<file path="config.mk">
export PLATFORM = sky130hd
export DESIGN_NAME = pipe_stage_reg
export DESIGN_NICKNAME = d
export VERILOG_FILES = /design/src/rtl/pipe_pkg.sv /design/src/rtl/sat_counter.sv /design/src/rtl/pipe_stage_reg.sv
export SDC_FILE = /design/constraint.sdc
export NUM_CORES = 1
export LEC_CHECK = 0
export ABC_AREA = 1
export BUFFER_PORTS_ARGS = -buffer_cell sky130_fd_sc_hd__buf_2
export CAP_MARGIN = 20
export CORE_MARGIN = 2
export CORE_UTILIZATION = 45
export DETAILED_ROUTE_END_ITERATION = 6
export PLACE_DENSITY = 0.82
export SYNTH_ARGS = -nofsm -noshare
export SYNTH_HDL_FRONTEND = slang
export SYNTH_SLANG_ARGS = --single-unit
</file>
<file path="constraint.sdc">
create_clock -name clk -period 2.59 [get_ports clk]
set_clock_uncertainty 0.2 [all_clocks]
set_input_delay 0.518 -clock clk [delete_from_list [all_inputs] [get_ports clk]]
set_output_delay 0.518 -clock clk [all_outputs]
set_load 0.005 [all_outputs]
</file>
<file path="src/rtl/pipe_pkg.sv">
// Shared types and default widths for handshaked pipeline stage registers.
package pipe_pkg;

  localparam int DATA_W_DEF = 128;
  localparam int CNT_W_DEF  = 16;

  typedef enum logic [1:0] {
    OCC_EMPTY = 2'd0,
    OCC_ONE   = 2'd1,
    OCC_FULL  = 2'd2
  } pipe_occ_t;

  // Decoded-instruction bundle carried across the ID->EX boundary; packs to exactly 128 bits.
  typedef struct packed {
    logic [31:0] pc;
    logic [31:0] opA;
    logic [31:0] opB;
    logic [19:0] imm;
    logic [4:0]  rd;
    logic [3:0]  aluOp;
    logic        isLoad;
    logic        isStore;
    logic        regWrite;
  } id_ex_bundle_t;

endpackage

</file>
<file path="src/rtl/sat_counter.sv">
// Saturating up-counter with synchronous clear (clear wins over enable).
module sat_counter #(
  parameter int W = 16
) (
  input  logic         clk,
  input  logic         rst_n,
  input  logic         clr_i,
  input  logic         en_i,
  output logic [W-1:0] count_o
);

  logic [W-1:0] count_q;
  logic [W-1:0] count_d;

  always_comb begin
    count_d = count_q;
    if (clr_i) begin
      count_d = '0;
    end else if (en_i && (count_q != {W{1'b1}})) begin
      count_d = count_q + W'(1);
    end
  end

  always_ff @(posedge clk or negedge rst_n) begin
    if (!rst_n) begin
      count_q <= '0;
    end else begin
      count_q <= count_d;
    end
  end

  assign count_o = count_q;

endmodule

</file>
<file path="src/rtl/pipe_stage_reg.sv">
// Valid/ready pipeline stage register with flush, bubble insertion and a stall counter.
// Define PIPE_SKID_EN to add a skid entry so in_ready comes from a register.
module pipe_stage_reg
  import pipe_pkg::*;
#(
  parameter int DATA_W = DATA_W_DEF,
  parameter int CNT_W  = CNT_W_DEF
) (
  input  logic              clk,
  input  logic              rst_n,
  input  logic              flush,
  input  logic              bubble,
  input  logic              in_valid,
  output logic              in_ready,
  input  logic [DATA_W-1:0] in_data,
  output logic              out_valid,
  input  logic              out_ready,
  output logic [DATA_W-1:0] out_data,
  output logic [1:0]        occupancy,
  input  logic              clr_cnt,
  output logic [CNT_W-1:0]  stall_cnt
);

  pipe_occ_t         state_q;
  logic [DATA_W-1:0] mainData_q;
  logic              mainValid;
  logic              accept;
  logic              fire;

  assign mainValid = (state_q != OCC_EMPTY);
  assign out_valid = mainValid && !flush;
  assign out_data  = mainData_q;
  assign occupancy = state_q;

`ifdef PIPE_SKID_EN
  logic [DATA_W-1:0] skidData_q;

  // Only the registered FULL state gates in_ready, so no path runs from out_ready.
  assign in_ready = (state_q != OCC_FULL) && !bubble && !flush;
`else
  assign in_ready = (!mainValid || out_ready) && !bubble && !flush;
`endif

  assign accept = in_valid && in_ready;
  assign fire   = out_valid && out_ready;

  always_ff @(posedge clk or negedge rst_n) begin
    if (!rst_n) begin
      state_q    <= OCC_EMPTY;
      mainData_q <= '0;
`ifdef PIPE_SKID_EN
      skidData_q <= '0;
`endif
    end else if (flush) begin
      state_q    <= OCC_EMPTY;
      mainData_q <= '0;
`ifdef PIPE_SKID_EN
      skidData_q <= '0;
`endif
    end else begin
      case (state_q)
        OCC_EMPTY: begin
          if (accept) begin
            state_q    <= OCC_ONE;
            mainData_q <= in_data;
          end
        end
        OCC_ONE: begin
          if (accept && fire) begin
            mainData_q <= in_data;
`ifdef PIPE_SKID_EN
          end else if (accept) begin
            state_q    <= OCC_FULL;
            skidData_q <= in_data;
`endif
          end else if (fire) begin
            state_q    <= OCC_EMPTY;
            mainData_q <= '0;
          end
        end
`ifdef PIPE_SKID_EN
        OCC_FULL: begin
          if (fire) begin
            state_q    <= OCC_ONE;
            mainData_q <= skidData_q;
            skidData_q <= '0;
          end
        end
`endif
        default: begin
          state_q    <= OCC_EMPTY;
          mainData_q <= '0;
        end
      endcase
    end
  end

  sat_counter #(
    .W(CNT_W)
  ) u_stallCnt (
    .clk     (clk),
    .rst_n   (rst_n),
    .clr_i   (clr_cnt),
    .en_i    (out_valid && !out_ready),
    .count_o (stall_cnt)
  );

endmodule

</file>
# Yosys cells after proc, flatten, opt, wreduce, memory -nomap -nowiden
# Cells that the tools add are included.
# W data, S select, Z words.
[totals]
register_bits = 146
latch_bits = 0
mem_bits_ro = 0
out_inout_bits = 148
mem_bits_rw = 0
elab_cells = 40
n_memories = 0
in_bits = 135
[op_classes]
n_shift = 0
reduce_logical = 18
order_cmp = 0
bitwise = 0
mul = 0
n_eq_ne = 6
n_addsub = 1
n_mux = 12
div = 0
[ops]
columns = ["op", "count"]
rows = [
  ["$mux W128", 4],
  ["$pmux W128 S2", 1],
  ["$mux W16", 2],
  ["$add A16 B1 Y16 const B", 1],
  ["$ne A16 B16 Y1 const B", 1],
  ["$ne A3 B3 Y1 const B", 3],
  ["$logic_and A1 B1 Y1", 8],
  ["$mux W2", 4],
  ["$logic_not A1 Y1", 4],
  ["$ne A4 B4 Y1 const B", 1],
  ["$pmux W2 S2", 1],
  ["$reduce_bool A2 Y1", 2],
  ["$reduce_and A3 Y1", 1],
  ["$eq A2 B1 Y1 const B", 1],
  ["$logic_not A2 Y1", 1],
  ["$reduce_and A2 Y1", 1],
  ["$logic_or A1 B1 Y1", 1],
]

# Logic depth before layout (Yosys ltp)
# Gate-level depths: netlist (run 1).
[logic_depth]
depth_word = 10
mapped_depth = 10
ltp_nobuf = 9

# Modules after synthesis
# From an unflattened synthesis (run 1), not the netlist that was laid out.
[unflattened]
hier_cells = 727
area_unflattened_um2 = 6617.6
[modules_own_cells]
columns = ["mod", "cells_per_inst", "seq_area_each_um2", "n_inst", "area_each_um2"]
rows = [
  ["pipe_stage_reg", 583, 3228.1, 1, 5580.4],
  ["sat_counter", 144, 400.4, 1, 1037.2],
]

# Worst setup path before layout (run 1)
# No wires, ideal clock.
[synth_timing]
kind = "register -> register"
start = "reg u_stallCnt.count_q[0] (netlist: u_stallCnt.count_o[0])"
end = "reg u_stallCnt.count_q[2] (netlist: u_stallCnt.count_o[2])"
slack_ps = 778
t_arrival_ps = 1546
stages_incl_launch_ff = 10
path_buffers = 1
path_cell_list = "dfrtp_1 ha_1 nand3_1 inv_2 nand2_2 nor2_4 nor2_4 buf_2 nand4_1 nand2_1"
[synth_between]
elab_chain_cells = 3
word_cells_on_any_way = 6
[synth_rtl]
columns = ["element", "line_no", "rtl"]
rows = [
  ["start, declared", "sat_counter.sv:12", "logic [W-1:0] count_q;"],
  ["start signal, assigned", "sat_counter.sv:28", "count_q <= count_d;"],
  ["$add A16 B1 Y16 or $ne A16 B16 Y1 (tied branches)", "sat_counter.sv:20, sat_counter.sv:19", ""],
  ["$mux W16 or $logic_and A1 B1 Y1 (tied branches)", "sat_counter.sv:19", "end else if (en_i && (count_q != {W{1'b1}})) begin"],
  ["$mux W16 or $reduce_bool A2 Y1 (tied branches)", "-", ""],
]
# Parallel ways exist; a longest one is shown, timed or not. The select of a mux whose other input is x is not followed.
# A chain may end at the register's enable or synchronous reset.

# Worst setup path after layout (run 1)
[layout_timing]
start = "reg u_stallCnt.count_q[0] (netlist: u_stallCnt.count_o[0])"
end = "reg u_stallCnt.count_q[14] (netlist: u_stallCnt.count_o[14])"
# Same word-level chain as after synthesis.

==> results of run 1 <==
cells in the mapped netlist:
master	count	area, sq um
ha_1	1	12.5
nand2_1	63	236
buf_2	16	80.1
inv_1	141	529
o21ai_1	107	536
inv_2	5	18.8
nand3b_1	2	15.0
nor2_1	19	71.3
o2111ai_1	128	1120
a31oi_1	1	6.26
xor2_1	4	35.0
nand4_1	16	100
buf_6	1	11.3
nand2_2	1	6.26
nand3_1	9	45.0
buf_4	15	113
clkbuf_1	43	161
o21ai_0	23	115
or2_2	2	12.5
nor2_4	2	22.5
nor2_2	2	12.5
dfrtp_1	145	3630
conb_1	1	3.75
o21bai_1	3	22.5
nor2_8	1	20.0
critical path, cell delays in order (launching register included):
cell and delay (ns):
dfrtp_1 0.43, ha_1 0.30, nand3_1 0.19, inv_2 0.07, nand2_2 0.08, nor2_4 0.04
nor2_4 0.37, nor2_8 0.12, nand2_1 0.08, nand2_1 0.06
where the power goes:
group / leakage [nW] / total (mW) / internal, mW / switching (mW)
clock network: 0.303 / 2.60 / 1.64 / 0.963
logic: 2.09 / 0.544 / 0.189 / 0.355
registers: 2.00 / 2.36 / 2.33 / 0.0360
total: 4.39 / 5.51 / 4.16 / 1.35
how the worst max path moves through the flow:
stage,from,to,slack [ns],depth (start not counted)
2_1_floorplan,u_stallCnt.count_o[0],u_stallCnt.count_o[2],0.78,9
6_report,u_stallCnt.count_o[0],u_stallCnt.count_o[14],0.52,9
3_3_place_gp,flush,out_data[76],0.48,6
3_5_place_dp,flush,out_data[83],0.40,6
5_1_grt,u_stallCnt.count_o[0],u_stallCnt.count_o[3],0.37,9
4_1_cts,u_stallCnt.count_o[0],u_stallCnt.count_o[15],0.53,9
per-layer routing:
metal	wire length (microns)	part of all wire (%)	up-vias
met5	8	0.040	-
li1	-	-	3112
met2	9700	49	305
met3	1510	7.6	32
met4	458	2.3	2
met1	8210	41	3116
final cells by class:
| class | count | area [sq um] | area share, % |
|---|---|---|---|
| Sequential cell | 145 | 3630 | 40.1 |
| Multi-Input combinational cell | 385 | 2410 | 26.6 |
| Timing Repair Buffer | 293 | 1600 | 17.6 |
| Inverter | 146 | 554 | 6.12 |
| Clock buffer | 19 | 443 | 4.89 |
| Tap cell | 188 | 235 | 2.60 |
| Clock inverter | 13 | 185 | 2.05 |
| Antenna cell | 2 | 5.00 | 0.0553 |
stage by stage:
stage	total power, mW	util, %	area, sq um	hold slack (ns)	cells
final	5.51	59.8	9050	0.172	1191
after global routing	5.73	59.8	9050	0.164	1190
after CTS	5.56	59.8	9050	0.156	1189
after detailed placement	2.95	55.5	8410	0.311	1156
after global placement	2.94	55.5	8410	0.308	1156
after floorplan	2.66	-	6940	0.0224	751
flip-flops by register name, indices dropped and copies added (netlist names):
signal,cells
out_data,128
occupancy,1
u_stallCnt.count_o,16
kinds of logic (layout without fill, tap and decap cells):
logic type	after synthesis	in the layout	share of synthesized area, %
adders and majority gates	1	1	0.180
AOI/OAI and AO/OA	262	262	26.0
buffers and inverters	221	471	13.2
other	1	3	0.0541
DFF	145	145	52.3
and+or+nand+nor	117	117	7.81
xor gates and xnor gates	4	4	0.505
what timing repair did:
item,CTS,global route
buffers inserted,0,0
endpoints found under the hold margin,49,0
hold buffers,1,0
endpoints found under the setup margin,0,0
==> out/qor.yml, run 1 <==
worst_setup_path:
  reg2reg_from: "u_stallCnt.count_o[0]"
  cp.required_ns: 2.69
  cp-end-kind: "flop"
  critPathMaxFanout: 16
  startpoint_type: "flop"
  reg2reg_to: "u_stallCnt.count_o[14]"
  r2r_slack_ns: 0.52
  criticalPathCategory: "reg -> reg"
  reg2regPathDepth: 9
  worstPathArrival_ns: 2.17
min_path:
  hold_path.class: "in -> reg"
  whs_endpoint: "out_data[2]"
  hp-start: "in_data[2]"
  whs_path_depth: 3
drt:
  wirelength_microns: 19900
  vias_per_cell: 5.51
  drt_iter0_markers: 536
  dr.pass1.iters: 5
  route.detailed.drc: 0
  num_vias: 6567
  routedWlPerCell_microns: 16.7
  drtAntennaViolNets: 0
sta:
  finalCritPeriodShare_pct: 80.0
  max_slew_margin_pct: 55.5
  worstMarginPinSlew_ns: 0.668
  setup_tns_ns: 0
  setup_viol: 0
  min_period_ns: 2.07
  rsz0062_at_grt: "false"
  slew_viol_final: 0
  hold_violations: 0
  worst_slack_ns: 0.517
  fmax_mhz: 483
grt:
  met3_usage_pct: 5.55
  grt_max_degree: 129
  use_met1_pct: 31.5
  grt_pass1_vias: 6157
  grt.met2_usage_pct: 39.0
  globalRoute.busiestLayer: "met2"
  antenna_found_initial: 3
  grt-ovfl-total: 0
  track_usage_pct: 24.0
  grt_pass1_wl_microns: 31500
clocking:
  htree_levels: 4
  cts_made_buffers: 17
  cts_resized: 0
  clockRootBuffer: "clkbuf_16"
  cts_sinks: 145
  clk_path_buf_depth: 2
  insertion_delay_ns: 0.41
  cts_tree: "done"
  path_clk_slew_ns: 0.06
floorplan:
  die-width_microns: 128
  core.rowCount: 45
  die_h_microns: 128
  die_area_sq_um: 16400
  core_area_sq_um: 15100
  ioPinCount: 283
  initial_utilization_pct: 45.8
power:
  leakage_nw: 4.39
  ir_drop_v: 0.000411
  p_per_area_nw_per_um2: 609
logic_synthesis:
  syn_inst: 751
  netlist-cell-type-count: 25
  syn-num-nets: 887
  synth_area_sq_um: 6940
  ys_seq_elements: 145
  yosysWarnings: 0
  avgSynthCellArea_sq_um: 9.23
  ys_seq_area_share_pct: 52.3
layout:
  final_common_cell: "buf_2"
  area_delta_synth_final_pct: 30.6
  final_net_count: 1124
  final_cell_mix: "buf_2 (279), dfrtp_1 (145), inv_1 (140)"
  drive_gt1_share_pct: 33.8
  fill_cells: 1260
place:
  routabilityCongestion: 0.872
  pre_cts_ws_ns: 0.399
  dp_hpwl_microns: 12800
  io_buffers: 281
run_status:
  outcome: "completed"
job:
  maxCapViolCount: 0
Note: power is estimated with default switching activity, not from simulation.
==> inputs of run 2 (changes only) <==
==> constraint.sdc (replaced) <==
create_clock -name clk -period 2.1 [get_ports clk]
set_clock_uncertainty 0.2 [all_clocks]
set_input_delay 0.42 -clock clk [delete_from_list [all_inputs] [get_ports clk]]
set_output_delay 0.42 -clock clk [all_outputs]
set_load 0.005 [all_outputs]
==> out/qor.yml, run 2 (synthesis gave the netlist of run 1 again) <==
worst_setup_path:
  startpoint_type: "flop"
  reg2regPathDepth: 5
  reg2reg_to: "out_data[8]"
  critPathMaxFanout: 59
  cp-end-kind: "flop"
  reg2reg_from: "occupancy[0]"
  r2r_slack_ns: 0.20
  worstPathArrival_ns: 2.00
  criticalPathCategory: "reg -> reg"
  cp.required_ns: 2.19
layout:
  multi_input_area_sq_um: 2410
  final_common_cell: "buf_2"
  final_cell_mix: "buf_2 (279), dfrtp_1 (145), inv_1 (140)"
  fill_cells: 1272
  final-seq-area_sq_um: 3630
  drive_gt1_share_pct: 34.0
  largest_reg_flops: 128
  area_delta_synth_final_pct: 31.0
  final_net_count: 1131
  fin_area_sq_um: 9090
clocking:
  cts_tree: "done"
  cts_sinks: 145
  cts_made_buffers: 17
  cts_resized: 0
  path_clk_slew_ns: 0.06
  clk_path_buf_depth: 2
  insertion_delay_ns: 0.41
  htree_levels: 4
  clockRootBuffer: "clkbuf_16"
power:
  ir_drop_v: 0.000518
  p_total_mw: 6.55
  p_per_area_nw_per_um2: 721
  leakage_nw: 4.40
sta:
  setup_tns_ns: 0
  max_slew_margin_pct: 59.6
  hold_violations: 0
  slew_viol_final: 0
  finalCritPeriodShare_pct: 90.7
  fmax_mhz: 525
  setup_viol: 0
  min_period_ns: 1.90
  rsz0062_at_grt: "false"
  worstMarginPinSlew_ns: 0.606
floorplan:
  die_area_sq_um: 16400
  die-width_microns: 128
  die_h_microns: 128
  ioPinCount: 283
  initial_utilization_pct: 45.8
  core_area_sq_um: 15100
  core.rowCount: 45
place:
  io_buffers: 281
  placed_cell_area_sq_um: 8500
  dp_hpwl_microns: 13100
  routabilityCongestion: 0.854
drt:
  route.detailed.drc: 0
  routedWlPerCell_microns: 16.8
  dr.pass1.iters: 5
  wirelength_microns: 20100
  num_vias: 6666
  drt_iter0_markers: 470
  drtAntennaViolNets: 0
  vias_per_cell: 5.57
grt:
  grt-ovfl-total: 0
  grt_pass1_vias: 5850
  track_usage_pct: 24.0
  grt_pass1_wl_microns: 31100
  met3_usage_pct: 4.59
  antenna_found_initial: 2
  grt.met2_usage_pct: 37.5
  use_met1_pct: 33.5
  globalRoute.busiestLayer: "met2"
  grt_max_degree: 129
min_path:
  whs_path_depth: 3
  hold_path.class: "in -> reg"
  whs_endpoint: "out_data[2]"
  hp-start: "in_data[2]"
run_status:
  outcome: "completed"
job:
  maxCapViolCount: 0
==> run 2: changes by cell type in the layout (fill, tap and decap cells not counted), sizes merged <==
cell      delta
buf          +7
bufinv       -2
clkbuf       +1
clkinv       -2
clkinvlp     +2
diode        -1
inv          +1
==> run 2: layout make-up <==
| class | instances | share of cell area (%) |
|---|---|---|
| Sequential cell | 145 | 39.9 |
| Tap cell | 188 | 2.59 |
| Clock inverter | 12 | 1.49 |
| Clock buffer | 20 | 4.81 |
| Timing Repair Buffer | 300 | 18.5 |
| Antenna cell | 1 | 0.0275 |
| Inverter | 146 | 6.10 |
| Multi-Input combinational cell | 385 | 26.5 |
==> run 2: critical path: stages (launching register included) <==
cell and delay, ns:
dfrtp_1 0.44, nand2_1 0.14, nand4_1 0.22, a31oi_4 0.33
buf_12 0.30, o21ai_1 0.11
==> run 2: metal layers <==
layer	vias up	wire length [microns]	part of all wire, %
li1	3126	-	-
met1	3180	8440	42
met2	318	9760	49
met3	40	1430	7.1
met4	2	441	2.2
met5	-	13	0.065
==> run 2: stage by stage <==
step / hold WS [ns] / utilization (%) / worst slack, ns / cells
6_report: 0.0681 / 60.0 / 0.195 / 1197
5_1_grt: 0.0587 / 60.0 / 0.0588 / 1197
4_1_cts: 0.0522 / 60.0 / 0.182 / 1196
3_5_place_dp: 0.150 / 56.1 / 0.104 / 1163
3_3_place_gp: 0.153 / 56.1 / 0.146 / 1163
2_1_floorplan: -0.0756 / - / 0.288 / 751
==> run 2: timing repair <==
| item | in CTS | in global routing |
|---|---|---|
| setup buffers | 0 | 0 |
| endpoints found under the hold margin | 35 | 0 |
| hold buffers | 1 | 0 |
==> run 2: worst max-delay path by stage <==
| stage | cells past startpoint | endpoint | startpoint | slack, ns |
|---|---|---|---|---|
| global route | 10 | u_stallCnt.count_o[14] | u_stallCnt.count_o[0] | 0.06 |
| finish | 5 | out_data[8] | occupancy[0] | 0.20 |
| detailed placement | 6 | out_data[8] | flush | 0.10 |
| global placement | 6 | out_data[8] | flush | 0.15 |
| CTS | 5 | out_data[120] | occupancy[0] | 0.18 |
| floorplan | 9 | u_stallCnt.count_o[2] | u_stallCnt.count_o[0] | 0.29 |
==> run 2: report_power, final <==
| group | internal [mW] | switching, mW | leakage (nW) |
|---|---|---|---|
| registers | 2.87 | 0.0450 | 2.00 |
| logic | 0.248 | 0.442 | 2.13 |
| clock network | 1.75 | 1.19 | 0.267 |
| total | 4.87 | 1.67 | 4.40 |
